File: src/rtl/uart_tx_cfg.sv
// FIFO-buffered UART transmitter. Word length, parity and stop bits are
// latched per frame when a word is popped, so mid-frame cfg changes are safe.
module uart_tx_cfg #(
    parameter int DIV_W      = 16,
    parameter int FIFO_DEPTH = 4
) (
    input  logic                        clk,
    input  logic                        rstn,
    input  logic [DIV_W-1:0]            cfg_div,
    input  logic [1:0]                  cfg_nbits,
    input  logic [1:0]                  cfg_parity,
    input  logic                        cfg_stop2,
    input  logic                        s_valid,
    input  logic [7:0]                  s_data,
    output logic                        s_ready,
    output logic                        uart_tx,
    output logic                        tx_busy,
    output logic [$clog2(FIFO_DEPTH):0] fifo_level
);
    localparam int          AW       = $clog2(FIFO_DEPTH);
    localparam logic [AW:0] FULL_LVL = (AW+1)'(FIFO_DEPTH);

    typedef enum logic [2:0] {IDLE, START, DATA, PARITY, STOP} state_t;

    // Clears the bits above the configured word length (5..8 bits).
    function automatic logic [7:0] mask_word(input logic [7:0] w, input logic [1:0] nb);
        logic [7:0] m;
        m = 8'hFF >> (2'd3 - nb);
        return w & m;
    endfunction

    function automatic logic parity_bit(input logic [7:0] w, input logic [1:0] mode);
        return (^w) ^ (mode == 2'b10);
    endfunction

    logic [7:0]    mem [FIFO_DEPTH];
    logic [AW-1:0] wr_ptr;
    logic [AW-1:0] rd_ptr;
    logic [AW:0]   count;
    logic          push;
    logic          pop;
    logic          fifo_nempty;
    logic [7:0]    fifo_rd;

    assign s_ready     = (count != FULL_LVL);
    assign push        = s_valid && s_ready;
    assign fifo_nempty = (count != '0);
    assign fifo_rd     = mem[rd_ptr];
    assign fifo_level  = count;

    always_ff @(posedge clk) begin
        if (!rstn) begin
            wr_ptr <= '0;
            rd_ptr <= '0;
            count  <= '0;
        end else begin
            if (push) wr_ptr <= wr_ptr + AW'(1);
            if (pop)  rd_ptr <= rd_ptr + AW'(1);
            case ({push, pop})
                2'b10:   count <= count + (AW+1)'(1);
                2'b01:   count <= count - (AW+1)'(1);
                default: count <= count;
            endcase
        end
    end

    always_ff @(posedge clk) begin
        if (push) mem[wr_ptr] <= s_data;
    end

    state_t           state_q, state_n;
    logic [DIV_W-1:0] cnt_q, cnt_n;
    logic [2:0]       idx_q, idx_n;
    logic             stop_q, stop_n;
    logic             tx_q, tx_n;
    logic [7:0]       sh_q, sh_n;
    logic             par_bit_q, par_bit_n;
    logic             par_en_q, par_en_n;
    logic [1:0]       nbits_q, nbits_n;
    logic             stop2_q, stop2_n;
    logic [DIV_W-1:0] div_q, div_n;
    logic             bit_done;
    logic             frame_start;
    logic [2:0]       last_idx;
    logic [7:0]       word_in;

    assign bit_done = (cnt_q == div_q);
    assign last_idx = {1'b0, nbits_q} + 3'd4;
    assign word_in  = mask_word(fifo_rd, cfg_nbits);
    assign uart_tx  = tx_q;
    assign tx_busy  = (state_q != IDLE) || fifo_nempty;

    always_comb begin
        state_n     = state_q;
        cnt_n       = cnt_q;
        idx_n       = idx_q;
        stop_n      = stop_q;
        tx_n        = tx_q;
        sh_n        = sh_q;
        par_bit_n   = par_bit_q;
        par_en_n    = par_en_q;
        nbits_n     = nbits_q;
        stop2_n     = stop2_q;
        div_n       = div_q;
        pop         = 1'b0;
        frame_start = 1'b0;

        case (state_q)
            IDLE: begin
                tx_n  = 1'b1;
                cnt_n = '0;
                if (fifo_nempty) frame_start = 1'b1;
            end
            START: begin
                if (bit_done) begin
                    cnt_n   = '0;
                    idx_n   = '0;
                    tx_n    = sh_q[0];
                    state_n = DATA;
                end else begin
                    cnt_n = cnt_q + DIV_W'(1);
                end
            end
            DATA: begin
                if (bit_done) begin
                    cnt_n = '0;
                    if (idx_q == last_idx) begin
                        if (par_en_q) begin
                            tx_n    = par_bit_q;
                            state_n = PARITY;
                        end else begin
                            tx_n    = 1'b1;
                            stop_n  = 1'b0;
                            state_n = STOP;
                        end
                    end else begin
                        // sh_q[0] is the bit on the line; shift the next one down
                        idx_n = idx_q + 3'd1;
                        tx_n  = sh_q[1];
                        sh_n  = sh_q >> 1;
                    end
                end else begin
                    cnt_n = cnt_q + DIV_W'(1);
                end
            end
            PARITY: begin
                if (bit_done) begin
                    cnt_n   = '0;
                    tx_n    = 1'b1;
                    stop_n  = 1'b0;
                    state_n = STOP;
                end else begin
                    cnt_n = cnt_q + DIV_W'(1);
                end
            end
            STOP: begin
                if (bit_done) begin
                    cnt_n = '0;
                    if (stop2_q && !stop_q) begin
                        stop_n = 1'b1;
                    end else if (fifo_nempty) begin
                        frame_start = 1'b1;
                    end else begin
                        tx_n    = 1'b1;
                        state_n = IDLE;
                    end
                end else begin
                    cnt_n = cnt_q + DIV_W'(1);
                end
            end
            default: begin
                tx_n    = 1'b1;
                state_n = IDLE;
            end
        endcase

        // Pop and latch the whole frame configuration in one place.
        if (frame_start) begin
            pop       = 1'b1;
            state_n   = START;
            cnt_n     = '0;
            tx_n      = 1'b0;
            sh_n      = word_in;
            par_bit_n = parity_bit(word_in, cfg_parity);
            par_en_n  = (cfg_parity == 2'b01) || (cfg_parity == 2'b10);
            nbits_n   = cfg_nbits;
            stop2_n   = cfg_stop2;
            div_n     = (cfg_div == '0) ? DIV_W'(1) : cfg_div;
        end
    end

    always_ff @(posedge clk) begin
        if (!rstn) begin
            state_q <= IDLE;
            cnt_q   <= '0;
            idx_q   <= '0;
            stop_q  <= 1'b0;
            tx_q    <= 1'b1;
        end else begin
            state_q <= state_n;
            cnt_q   <= cnt_n;
            idx_q   <= idx_n;
            stop_q  <= stop_n;
            tx_q    <= tx_n;
        end
    end

    always_ff @(posedge clk) begin
        sh_q      <= sh_n;
        par_bit_q <= par_bit_n;
        par_en_q  <= par_en_n;
        nbits_q   <= nbits_n;
        stop2_q   <= stop2_n;
        div_q     <= div_n;
    end

endmodule
File: config.mk
export PLATFORM = sky130hd
export DESIGN_NAME = uart_tx_cfg
export DESIGN_NICKNAME = d
export VERILOG_FILES = /design/src/rtl/uart_tx_cfg.sv
export SDC_FILE = /design/constraint.sdc
export NUM_CORES = 1
export LEC_CHECK = 0
export ABC_AREA = 1
export BUFFER_PORTS_ARGS = -buffer_cell sky130_fd_sc_hd__buf_2
export CAP_MARGIN = 30
export CORE_ASPECT_RATIO = 0.9
export CORE_MARGIN = 5
export CORE_UTILIZATION = 55
export DETAILED_ROUTE_END_ITERATION = 12
export PLACE_DENSITY = 0.81
export SYNTH_ARGS = -nofsm -noshare
export SYNTH_HDL_FRONTEND = slang
export SYNTH_SLANG_ARGS = --single-unit
File: constraint.sdc
create_clock -name clk -period 6.95 [get_ports clk]
set_clock_uncertainty 0.2 [all_clocks]
set_input_delay 0.695 -clock clk [delete_from_list [all_inputs] [get_ports clk]]
set_output_delay 0.695 -clock clk [all_outputs]
set_load 0.005 [all_outputs]
---- Yosys cells after proc, flatten, opt, wreduce, memory -nomap -nowiden ----
Memories as Yosys holds them, arrays and structs flattened. A register that Yosys moved wholly into a read port is not among the register bits.
Index checks and enable logic that the tools add are counted.
operators by class
  add/subtract/negate cells ............... 8
  eq/ne operators ......................... 30
  shift-type cells ........................ 1
  mux-type cells .......................... 47
  bitwise gates (word level) .............. 4
  reductions and logical operators ........ 24
operators by type and width
  operator                                           count
  two-way mux 3 bit                                  11
  two-way mux 8 bit                                  4
  case mux 16 bit (2 select lines)                   1
  != test 2 bit (second input constant)              12
  != test 3 bit (second input constant)              8
  two-way mux 1 bit                                  22
  adder 16 x 1 -> 16 bit (second input constant)     1
  == test 16 bit                                     1
  logical NOT 16 bit                                 1
  two-way mux 16 bit                                 1
  AND reduction 8 bit                                2
  case mux 3 bit (5 select lines)                    1
  case mux 3 bit (2 select lines)                    2
  nonzero test 2 bit                                 5
  nonzero test 3 bit                                 3
  AND 8 bit                                          1
  XOR reduction 8 bit                                1
  right shift 8 x 2 -> 8 bit (first input constant)  1
  AND reduction 7 bit                                1
  adder 3 x 1 -> 3 bit (second input constant)       2
  == test 3 x 2 -> 1 bit (second input constant)     2
  AND reduction 6 bit                                1
  adder 2 x 1 -> 2 bit (second input constant)       2
  == test 2 x 1 -> 1 bit (second input constant)     2
  other kinds (21)                                   26
storage, ports and cells
  register bits after elaboration ......... 60
  memory bits (writable) .................. 32
  output and inout port bits .............. 6
  logic and storage cells ................. 130
  memories kept ........................... 1
memories
  memory  words  bits a word  rd ports  clocked after memory_dff  wr ports  line  RTL
  mem     4      8            1         1                         1         36    logic [7:0] mem [FIFO_DEPTH];

---- Depth between registers and ports, before layout ----
Gate-level depths: netlist (run 1).
  depth after elaboration ................. 8
  mapped depth ............................ 16
  mapped depth without buffers ............ 15

---- Least setup slack after synthesis (run 1) ----
Ideal clock, no wire load.
  path type ............................... register -> register
  start ................................... register cnt_q[10]
  end ..................................... register count[2] (netlist: fifo_level[2])
  library setup time ...................... 0.122 ns
  arrival ................................. 2.272 ns
  slack ................................... 4.355 ns
  stages on the path, launching flop included .. 17
  path buffers ............................ 1
  period minus slack after synthesis ...... 2.595 ns
  path through ............................ dfxtp_1 -> inv_2 -> nand2_1 -> nand2_1 -> nor2_1 -> nand2_1 -> nor2_4 -> nand3_4 -> nand2_2 -> buf_6 -> ha_1 -> inv_1 -> fa_1 -> a21oi_1 -> o21ai_0 -> o21ai_0 -> a21oi_1
between the ends
  cells in the longest elaborated chain, start to end .. 6
RTL lines
  element                                                                       line  RTL
  from (decl)                                                                   72    logic [DIV_W-1:0] cnt_q, cnt_n;
  from (signal assigned)                                                        201   cnt_q <= cnt_n;
  == test 16 bit *                                                              87    assign bit_done = (cnt_q == div_q);
  two-way mux 1 bit *                                                           157   if (bit_done) begin
  case mux 1 bit (2 select lines) *                                             108   case (state_q)
  named net frame_start                                                         83    logic frame_start;
  two-way mux 1 bit *                                                           178   if (frame_start) begin
  == test 2 x 1 -> 1 bit / == test 2 bit (equally long branches)                59    case ({push, pop})
  case mux 3 bit (2 select lines) / nonzero test 2 bit (equally long branches)  --
  to (signal assigned)                                                          60    2'b10: count <= count + (AW+1)'(1);
  to (signal assigned)                                                          61    2'b01: count <= count - (AW+1)'(1);
  to (signal assigned)                                                          62    default: count <= count;
  to (decl)                                                                     39    logic [AW:0] count;
Mark *: on every way through the listed nets, which the timed path passes. The rest lies on a longest branch.
A chain may end at the register's enable or synchronous reset.

---- Final worst setup path (run 1) ----
  start ................................... register cnt_q[8]
  end ..................................... register count[2] (netlist: fifo_level[2])
between the ends
  cells in the longest elaborated chain, start to end .. 6
RTL lines
  element                                                                       line
  == test 16 bit *                                                              87
  two-way mux 1 bit *                                                           157
  case mux 1 bit (2 select lines) *                                             108
  two-way mux 1 bit *                                                           178
  == test 2 x 1 -> 1 bit / == test 2 bit (equally long branches)                59
  case mux 3 bit (2 select lines) / nonzero test 2 bit (equally long branches)  --
Mark *: on every way between the ends. The rest lies on a longest branch, timed or not.

==> results.toml, run 1 <==
[sta]
drv_slew = 0
slew_headroom = 0.486
setup_tns_ns = 0
fin_crit_sh = 0.468
hold_violations = 0
rsz0062_at_grt = "no"
tightest_slew_ns = 0.768
period_needed_ns = 3.25
worst_hold_slack_ns = 0.285
setup_viol = 0
fmax_mhz = 308

[drt]
drc_errors = 0
ant_nets = 0
drt_iter0_markers = 240
wl_per_cell_um = 14.1
viasPerCell = 5.36
first_pass_iters = 5
wl_mm = 9.63
via_count = 3659

[cts]
cts_tree = "built"
cts.sinks = 94
holdBufCountCts = 0
cts.repair.resized = 0
htreeDepth = 3
insertion_delay_ns = 0.37
cts_buffer_depth = 2
clkTransAtPathRegs_ns = 0.11
cts_setup_buffers = 0
root_buffer = "clkbuf_8"
cts_buffers = 9

[yosys]
synth_edf_count = 61
ys_types = 38
ys_seq_area_frac = 0.534
syn_area_per_cell_um2 = 8.42
ys_warn_count = 0
async_reset_ff_frac = 0
synthTopCellsByArea = "edfxtp_1 39%, dfxtp_1 14%, nand2_1 12%"
yosysTopAreaCell = "edfxtp_1"
ys_seq_elements = 94
synth_flop_cell = "edfxtp_1"
postSynthCellCount = 554
syn_nets = 595
yosysTopAreaCellShare = 0.393
synth_area_um2 = 4660

[power_and_ir_drop]
vdd_drop_max_v = 0.000215
powerDensity_nw_per_um2 = 349
p_leak_nw = 2.12

[critical_path]
arrival_ns = 3.32
critPathLaunchType = "register"
crit_fanout = 33
cp.required_ns = 7.02
path_class = "reg -> reg"
worstSetupEndpointType = "register"
worstRegToRegCells = 15

[run]
max_cap_violations = 0

[floorplan]
die_h_um = 97.4
initial_core_util = 0.573
pin_count = 38
core.rowCount = 31
core-area_um2 = 8150
die_w_um = 107
die_area_um2 = 10400

[global_routing]
grtUsageTotal = 0.193
grt_pass1_vias = 3499
grt_pass1_wl_mm = 16.3
antenna_found_initial = 0
overflow = 0
grt_max_degree = 34

[layout]
final_nets = 620
seqCellArea_um2 = 2490
multi_input_area_um2 = 1790
drive_gt1_frac = 0.128
fill_cells = 687
antennaDiodeCount = 0
syn2layout_area_growth_pct = 8.66
postLayoutCoreUtil = 0.622

[placement]
port_buffers = 37
gp_congestion = 0.896
dp_hpwl_mm = 7.17

[min_path]
hold_depth = 2
hp-class = "reg -> reg"

[outcome]
status = "completed"
==> synthesized netlist by cell type, types with 5 or more instances <==
library cell  instances
inv_1                63
dfxtp_1              33
xnor2_1               5
nand3_1              26
a21oi_1              37
ha_1                  8
inv_2                 8
nand4_1               8
clkbuf_1             16
nor4_1                5
nor2_1               60
edfxtp_1             61
o21ai_1               7
nand2_1             146
o21ai_0              29
==> placed cells by master (no fill, tap or decap), types with 5 or more instances in the layout <==
| cell | Yosys | layout |
|---|---|---|
| nor2_1 | 60 | 60 |
| nand3_1 | 26 | 26 |
| nor4_1 | 5 | 5 |
| inv_1 | 63 | 63 |
| buf_2 | 2 | 38 |
| o21ai_1 | 7 | 7 |
| inv_2 | 8 | 8 |
| nand4_1 | 8 | 8 |
| o21ai_0 | 29 | 29 |
| xnor2_1 | 5 | 5 |
| nand2_1 | 146 | 146 |
| ha_1 | 8 | 8 |
| clkbuf_8 | 0 | 9 |
| edfxtp_1 | 61 | 61 |
| dfxtp_1 | 33 | 33 |
| a21oi_1 | 37 | 37 |
==> critical path, stage by stage (launching register included) <==
cell	delay (ns)
dfxtp_1	0.48
inv_2	0.07
nand2_1	0.06
nand2_1	0.05
nor2_1	0.09
nand2_1	0.13
nor2_4	0.20
nand3_4	0.10
nand2_2	0.57
ha_1	0.27
inv_1	0.07
fa_1	0.38
a21oi_1	0.14
o21ai_0	0.11
o21ai_0	0.16
a21oi_1	0.06
==> worst paths after layout <==
path | start | slack, ns | end
worst max-delay path | cnt_q[8] | 3.70 | fifo_level[2]
worst min-delay path | stop_q | 0.29 | stop_q
worst max register to register | cnt_q[8] | 3.70 | fifo_level[2]
worst min register to register | stop_q | 0.29 | stop_q
==> metal layers <==
| layer | up-vias | track usage | share of wire |
|---|---|---|---|
| li1 | 1859 | - | - |
| met1 | 1687 | 0.259 | 0.44 |
| met2 | 105 | 0.316 | 0.50 |
| met3 | 8 | 0.0505 | 0.057 |
| met4 | 0 | 0.0413 | 0.0082 |
| met5 | - | 0 | 0 |
==> logic make-up after synthesis <==
group / Yosys count / share of synthesized area
DFF: 94 / 0.534
adders and majority gates: 9 / 0.0258
AOI/OAI and AO/OA: 83 / 0.0955
buffers and inverters: 95 / 0.0829
and+or+nand+nor: 265 / 0.247
xor gates and xnor gates: 8 / 0.0150
==> flip-flops by register name, indices dropped and copies added, names as in the netlist, named ones only <==
register	cells
cnt_q	16
div_q	16
fifo_level	3
idx_q	3
mem	32
nbits_q	2
par_bit_q	1
par_en_q	1
rd_ptr	2
sh_q	8
state_q	3
stop2_q	1
stop_q	1
uart_tx	1
wr_ptr	2
==> area by class of cell <==
type | count | area share
Clock buffer | 9 | 0.0244
Sequential cell | 94 | 0.492
Inverter | 71 | 0.0526
Timing Repair Buffer | 38 | 0.0375
Multi-Input combinational cell | 365 | 0.352
Clock inverter | 7 | 0.0170
Tap cell | 99 | 0.0244
==> stage by stage <==
stage	instances	area (um2)	power, mW	worst slack, ns
2_1_floorplan	554	4660	1.26	4.36
3_3_place_gp	666	4850	1.37	3.82
3_5_place_dp	666	4850	1.41	3.72
4_1_cts	682	5060	1.78	3.71
5_1_grt	683	5070	1.90	3.43
6_report	683	5070	1.77	3.70
==> power by group <==
group / switching, mW / total, mW / internal, mW
clock: 0.223 / 0.368 / 0.145
sequential: 0.0705 / 0.831 / 0.760
combinational: 0.386 / 0.570 / 0.184
Power figures use the tool's default switching activity.
==> run 2: changes to the inputs <==
--- a/config.mk
+++ b/config.mk
@@ -5,7 +5,7 @@
 export SDC_FILE = /design/constraint.sdc
 export NUM_CORES = 1
 export LEC_CHECK = 0
-export ABC_AREA = 1
+export ABC_AREA = 0
 export BUFFER_PORTS_ARGS = -buffer_cell sky130_fd_sc_hd__buf_2
 export CAP_MARGIN = 30
 export CORE_ASPECT_RATIO = 0.9
==> constraint.sdc (replaced) <==
create_clock -name clk -period 3.3 [get_ports clk]
set_clock_uncertainty 0.2 [all_clocks]
set_input_delay 0.33 -clock clk [delete_from_list [all_inputs] [get_ports clk]]
set_output_delay 0.33 -clock clk [all_outputs]
set_load 0.005 [all_outputs]
==> run 2 against run 1 <==
Against the previous run: power up 120%; critical path depth down 5; combinational power is 150% higher; global-route usage is 0.50 points higher; count of clock-buffer cells in the layout stayed put; maximum frequency is 9.5% higher; cell area increased by 0.96%; die area is 5.0% lower; synthesized area fell by 5.5%; utilization increased by 2.1 points; sequential power up 120%; setup slack got worse by 3.4 ns; critical path type unchanged; critical endpoint unchanged; largest cell class unchanged; highest routed layer unchanged.
==> results.toml, run 2 <==
[sta]
tightest_slew_ns = 0.783
rsz0062_at_grt = "no"
slew_headroom = 0.473
setup_viol = 0
hold_violations = 0
fin_crit_sh = 0.900
setup_tns_ns = 0
drv_slew = 0
period_needed_ns = 2.97
fmax_mhz = 337

[yosys]
ys_types = 54
yosysTopAreaCell = "edfxtp_1"
async_reset_ff_frac = 0
ys_warn_count = 0
synthTopCellsByCount = "61 x edfxtp_1, 33 x dfxtp_1, 30 x nand2_1"
synth_flop_cell = "edfxtp_1"
synth_edf_count = 61
synth_most_common_cell = "edfxtp_1"
synth_area_um2 = 4410
ys_seq_elements = 94
syn_nets = 429
postSynthCellCount = 388
syn_area_per_cell_um2 = 11.4
synthTopCellsByArea = "edfxtp_1 42%, dfxtp_1 15%, xnor2_1 5.4%"
ys_seq_area_frac = 0.565
yosysTopAreaCellShare = 0.416

[critical_path]
crit_buf_inv = 2
startpoint = "state_q[1]"
r2r_slack_ns = 0.33
worstRegToRegCells = 10
cp.required_ns = 3.40
path_class = "reg -> reg"
rr_startpoint = "state_q[1]"
crit_chain = "or3b_2, nor2_1, a31oi_4, clkinvlp_4, ha_4, inv_1, fa_1, xor2_1, or3_1, a21oi_1"
crit_slowest_cell = "or3b_2"
arrival_ns = 3.07
crit_fanout = 12
critPathLaunchType = "register"
reg2reg_to = "fifo_level[2]"
worstSetupEndpointType = "register"
max_stage_delay_ns = 0.54
critPathTopFamily = "simple AND/OR/NAND/NOR gates"

[power_and_ir_drop]
switching_share = 0.364
p_switching_mw = 1.44
total_power_mw = 3.97
power.internal_mw = 2.53
p_leak_nw = 1.77
seq_power_share = 0.455
vdd_drop_max_v = 0.000427
p_comb_frac = 0.352
powerDensity_nw_per_um2 = 776
pwr-share-clk = 0.193

[layout]
final_nets = 476
drive_gt1_frac = 0.189
reg_top3 = "mem: 32 flops, cnt_q: 16 flops, div_q: 16 flops"
postLayoutCoreUtil = 0.644
final_cell_mix = "61 x edfxtp_1, 37 x buf_2, 33 x dfxtp_1, 30 x nand2_1, 27 x xnor2_1"
largest_register_ffs = 32
mostFrequentLayoutCell = "edfxtp_1"
antennaDiodeCount = 0
top_register = "mem"
instances_no_fill = 539
syn2layout_area_growth_pct = 16.1

[cts]
cts_tree = "built"
insertion_delay_ns = 0.36
htreeDepth = 3
cts_buffers = 9
root_buffer = "clkbuf_8"
cts.sinks = 94
cts_buffer_depth = 2
clkTransAtPathRegs_ns = 0.10
cts_setup_buffers = 0
cts.repair.resized = 0

[run]
max_cap_violations = 0

[min_path]
hold_start = "cfg_div[0]"
hold_end = "div_q[0]"
hold_depth = 2
hp-class = "in -> reg"

[floorplan]
core-area_um2 = 7950
die_area_um2 = 9910
die_h_um = 94.9
pin_count = 38
die_w_um = 104
core.rowCount = 31
initial_core_util = 0.554

[global_routing]
grt_max_degree = 26
overflow = 0
grt_pass1_vias = 3152
antenna_found_initial = 0
grt_pass1_wl_mm = 15.5
grtUsageTotal = 0.198

[placement]
dp_hpwl_mm = 6.30
gp_congestion = 0.918
port_buffers = 37
dp.cells = 497

[drt]
drc_errors = 0
ant_nets = 0
via_count = 3180
viasPerCell = 5.90
drt_iter0_markers = 313
first_pass_iters = 5
wl_mm = 9.51
wl_per_cell_um = 17.6

[outcome]
status = "completed"
run 2: stage by stage:
stage / hold WS (ns) / setup slack, ns / cell area (um2)
floorplan: 0.221 / 0.00336 / 4440
finish: 0.0423 / 0.331 / 5120
detailed placement: 0.293 / 0.375 / 4650
global placement: 0.276 / 0.505 / 4650
CTS: 0.00147 / 0.349 / 5110
global route: 0.0377 / 0.232 / 5120
run 2: metal layers:
layer  share of wire  wire [um]  vias to the layer above  global-route usage
met5               0          0                        -                   0
met4           0.018        173                        0              0.0658
met3           0.078        738                       18              0.0451
met2            0.48       4550                      156               0.331
met1            0.43       4050                     1494               0.259
li1                -          -                     1512                   -
run 2: cell type report:
cell class              instances  area [um2]
flip-flops and latches         94        2490
well taps                      99         124
clock buffers                   9         124
fillers                       575        2830
multi-input cells             246        1750
inverters                      15        60.1
repair buffers                 69         490
clock inverters                 7        81.3
run 2: power groups by stage:
stage / clock network [mW] / logic [mW] / registers (mW)
after global routing: 0.838 / 1.53 / 1.83
after detailed placement: 0 / 1.34 / 1.83
after global placement: 0 / 1.30 / 1.81
final: 0.767 / 1.40 / 1.81
after CTS: 0.773 / 1.38 / 1.81
after floorplan: 0 / 1.06 / 1.73
run 2: logic make-up after synthesis:
logic type | synth area share
compound gates | 0.0999
xor+xnor | 0.0576
fa+ha+maj | 0.0273
buf+inv | 0.0434
flops | 0.565
mux | 0.0579
simple gates | 0.148
run 2: timing repair:
action / in CTS / in global routing
hold buffers: 25 / 1
endpoints found under the setup margin: 0 / 0
hold endpoints to repair: 49 / 1
run 2: how the worst max path moves through the flow:
stage	to	cells after the start	slack (ns)
finish	fifo_level[2]	10	0.33
global route	fifo_level[2]	11	0.23
CTS	fifo_level[2]	10	0.35
detailed placement	fifo_level[2]	10	0.37
global placement	fifo_level[2]	10	0.50
floorplan	fifo_level[2]	13	0.003
==> run 3: changes to the inputs <==
--- a/config.mk
+++ b/config.mk
@@ -8,11 +8,13 @@
 export ABC_AREA = 0
 export BUFFER_PORTS_ARGS = -buffer_cell sky130_fd_sc_hd__buf_2
 export CAP_MARGIN = 30
+export CELL_PAD_IN_SITES_DETAIL_PLACEMENT = 1
+export CELL_PAD_IN_SITES_GLOBAL_PLACEMENT = 1
 export CORE_ASPECT_RATIO = 0.9
 export CORE_MARGIN = 5
-export CORE_UTILIZATION = 55
+export CORE_UTILIZATION = 48
 export DETAILED_ROUTE_END_ITERATION = 12
-export PLACE_DENSITY = 0.81
+export PLACE_DENSITY = 0.87
 export SYNTH_ARGS = -nofsm -noshare
 export SYNTH_HDL_FRONTEND = slang
 export SYNTH_SLANG_ARGS = --single-unit
==> run 3 against run 2 <==
Against the previous run: sequential cell count unchanged; wire length up 25%; via count up 2.4%; critical path depth up 1; first-iteration DRC count down 27%; cell area up 0.71%; worst hold slack better by 0.043 ns; register-to-register slack about the same; sequential power about the same; maximum frequency down 0.46%; sequential share of layout area down 0.34 points; final cell count up 5.0%; critical endpoint unchanged; largest cell class unchanged; highest routed layer unchanged.
==> results.toml, run 3 (synthesis results as in run 2) <==
[power_and_ir_drop]
vdd_drop_max_v = 0.000410
p_leak_nw = 1.78
powerDensity_nw_per_um2 = 783

[drt]
first_pass_iters = 4
ant_nets = 0
via_count = 3257
drt_iter0_markers = 228
wl_per_cell_um = 21.0
wl_mm = 11.9
viasPerCell = 5.75
drc_errors = 0

[sta]
rsz0062_at_grt = "no"
setup_viol = 0
tightest_slew_ns = 0.834
hold_violations = 0
drv_slew = 0
setup_tns_ns = 0
fin_crit_sh = 0.904
fmax_mhz = 335
slew_headroom = 0.439
period_needed_ns = 2.98
fin_ws_ns = 0.318

[placement]
port_buffers = 37
dp_hpwl_mm = 7.62
gp_congestion = 0.819
dp.cells = 522
postPlaceCellArea_um2 = 4700
dp_slack_ns = 0.384

[cts]
cts.sinks = 94
clkTransAtPathRegs_ns = 0.10
htreeDepth = 3
cts_buffers = 9
cts_buffer_depth = 2
cts_setup_buffers = 0
insertion_delay_ns = 0.38
cts.repair.resized = 0
cts_tree = "built"
root_buffer = "clkbuf_8"
holdBufCountCts = 27

[layout]
fill_cells = 958
instances_no_fill = 566
mostFrequentLayoutCell = "edfxtp_1"
syn2layout_area_growth_pct = 16.9
final_nets = 479
final_cell_mix = "61 x edfxtp_1, 37 x buf_2, 33 x dfxtp_1, 30 x nand2_1"
postLayoutCoreUtil = 0.570
stdcell_area_um2 = 5150
largest_register_ffs = 32
top_register = "mem"
reg_top3 = "mem: 32 flops, cnt_q: 16 flops, div_q: 16 flops"
drive_gt1_frac = 0.190

[outcome]
status = "completed"

[critical_path]
cp.required_ns = 3.41
crit_fanout = 8
rr_startpoint = "cnt_q[7]"
r2r_slack_ns = 0.32
path_class = "reg -> reg"
reg2reg_to = "fifo_level[2]"
arrival_ns = 3.09
critPathLaunchType = "register"
worstSetupEndpointType = "register"
worstRegToRegCells = 11

[global_routing]
antenna_found_initial = 1
grtUsageTotal = 0.220
overflow = 0
grt_pass1_vias = 3535
grt_max_degree = 26
grt_pass1_wl_mm = 19.1

[floorplan]
core.rowCount = 33
core-area_um2 = 9040
die_area_um2 = 11200
initial_core_util = 0.487
pin_count = 38
die_w_um = 111
die_h_um = 101

[min_path]
hold_depth = 2
hp-class = "in -> reg"
hold_end = "div_q[0]"
hold_start = "cfg_div[0]"

[run]
max_cap_violations = 0
## run 3: area by class of cell
type                    instances  area [um2]  share of cell area
clock inverters                 6        57.6              0.0112
repair buffers                 72         515               0.100
multi-input cells             246        1750               0.339
clock buffers                  10         128              0.0248
well taps                     122         153              0.0296
flip-flops and latches         94        2490               0.484
diodes                          1        2.50            0.000486
inverters                      15        60.1              0.0117
## run 3: worst max-delay path, stage by stage, from the launching register on
cell and delay, ns:
dfxtp_1 0.52, xnor2_1 0.18, nand4_1 0.18, nor4_4 0.40, a31oi_4 0.15, clkinvlp_4 0.12, ha_4 0.14, inv_1 0.05
fa_1 0.37, xor2_1 0.16, or3_1 0.31, a21oi_1 0.15
## run 3: how the worst max path moves through the flow
stage	slack, ns	from	endpoint
finish	0.32	cnt_q[7]	fifo_level[2]
detailed placement	0.38	state_q[0]	fifo_level[2]
floorplan	0.003	cnt_q[7]	fifo_level[2]
global placement	0.52	cnt_q[7]	fifo_level[2]
global route	0.12	cnt_q[7]	fifo_level[2]
CTS	0.34	state_q[0]	fifo_level[2]
## run 3: layer usage
| metal | routed length, um | global-route usage | vias up |
|---|---|---|---|
| met5 | 0 | 0 | - |
| met4 | 295 | 0.0823 | 0 |
| met3 | 603 | 0.0462 | 24 |
| met2 | 5940 | 0.375 | 111 |
| met1 | 5030 | 0.278 | 1604 |
| li1 | - | - | 1518 |
## run 3: power breakdown
group          switching [mW]  total (mW)  internal [mW]
Combinational           0.870        1.48          0.607
Sequential              0.173        1.80           1.62
Clock                   0.468       0.765          0.297
## run 3: per-stage QoR
stage | power [mW] | hold slack [ns]
final | 4.04 | 0.0857
after global routing | 4.27 | 0.0727
after CTS | 4.01 | 0.0635
after detailed placement | 3.21 | 0.289
after global placement | 3.13 | 0.280
after floorplan | 2.79 | 0.221
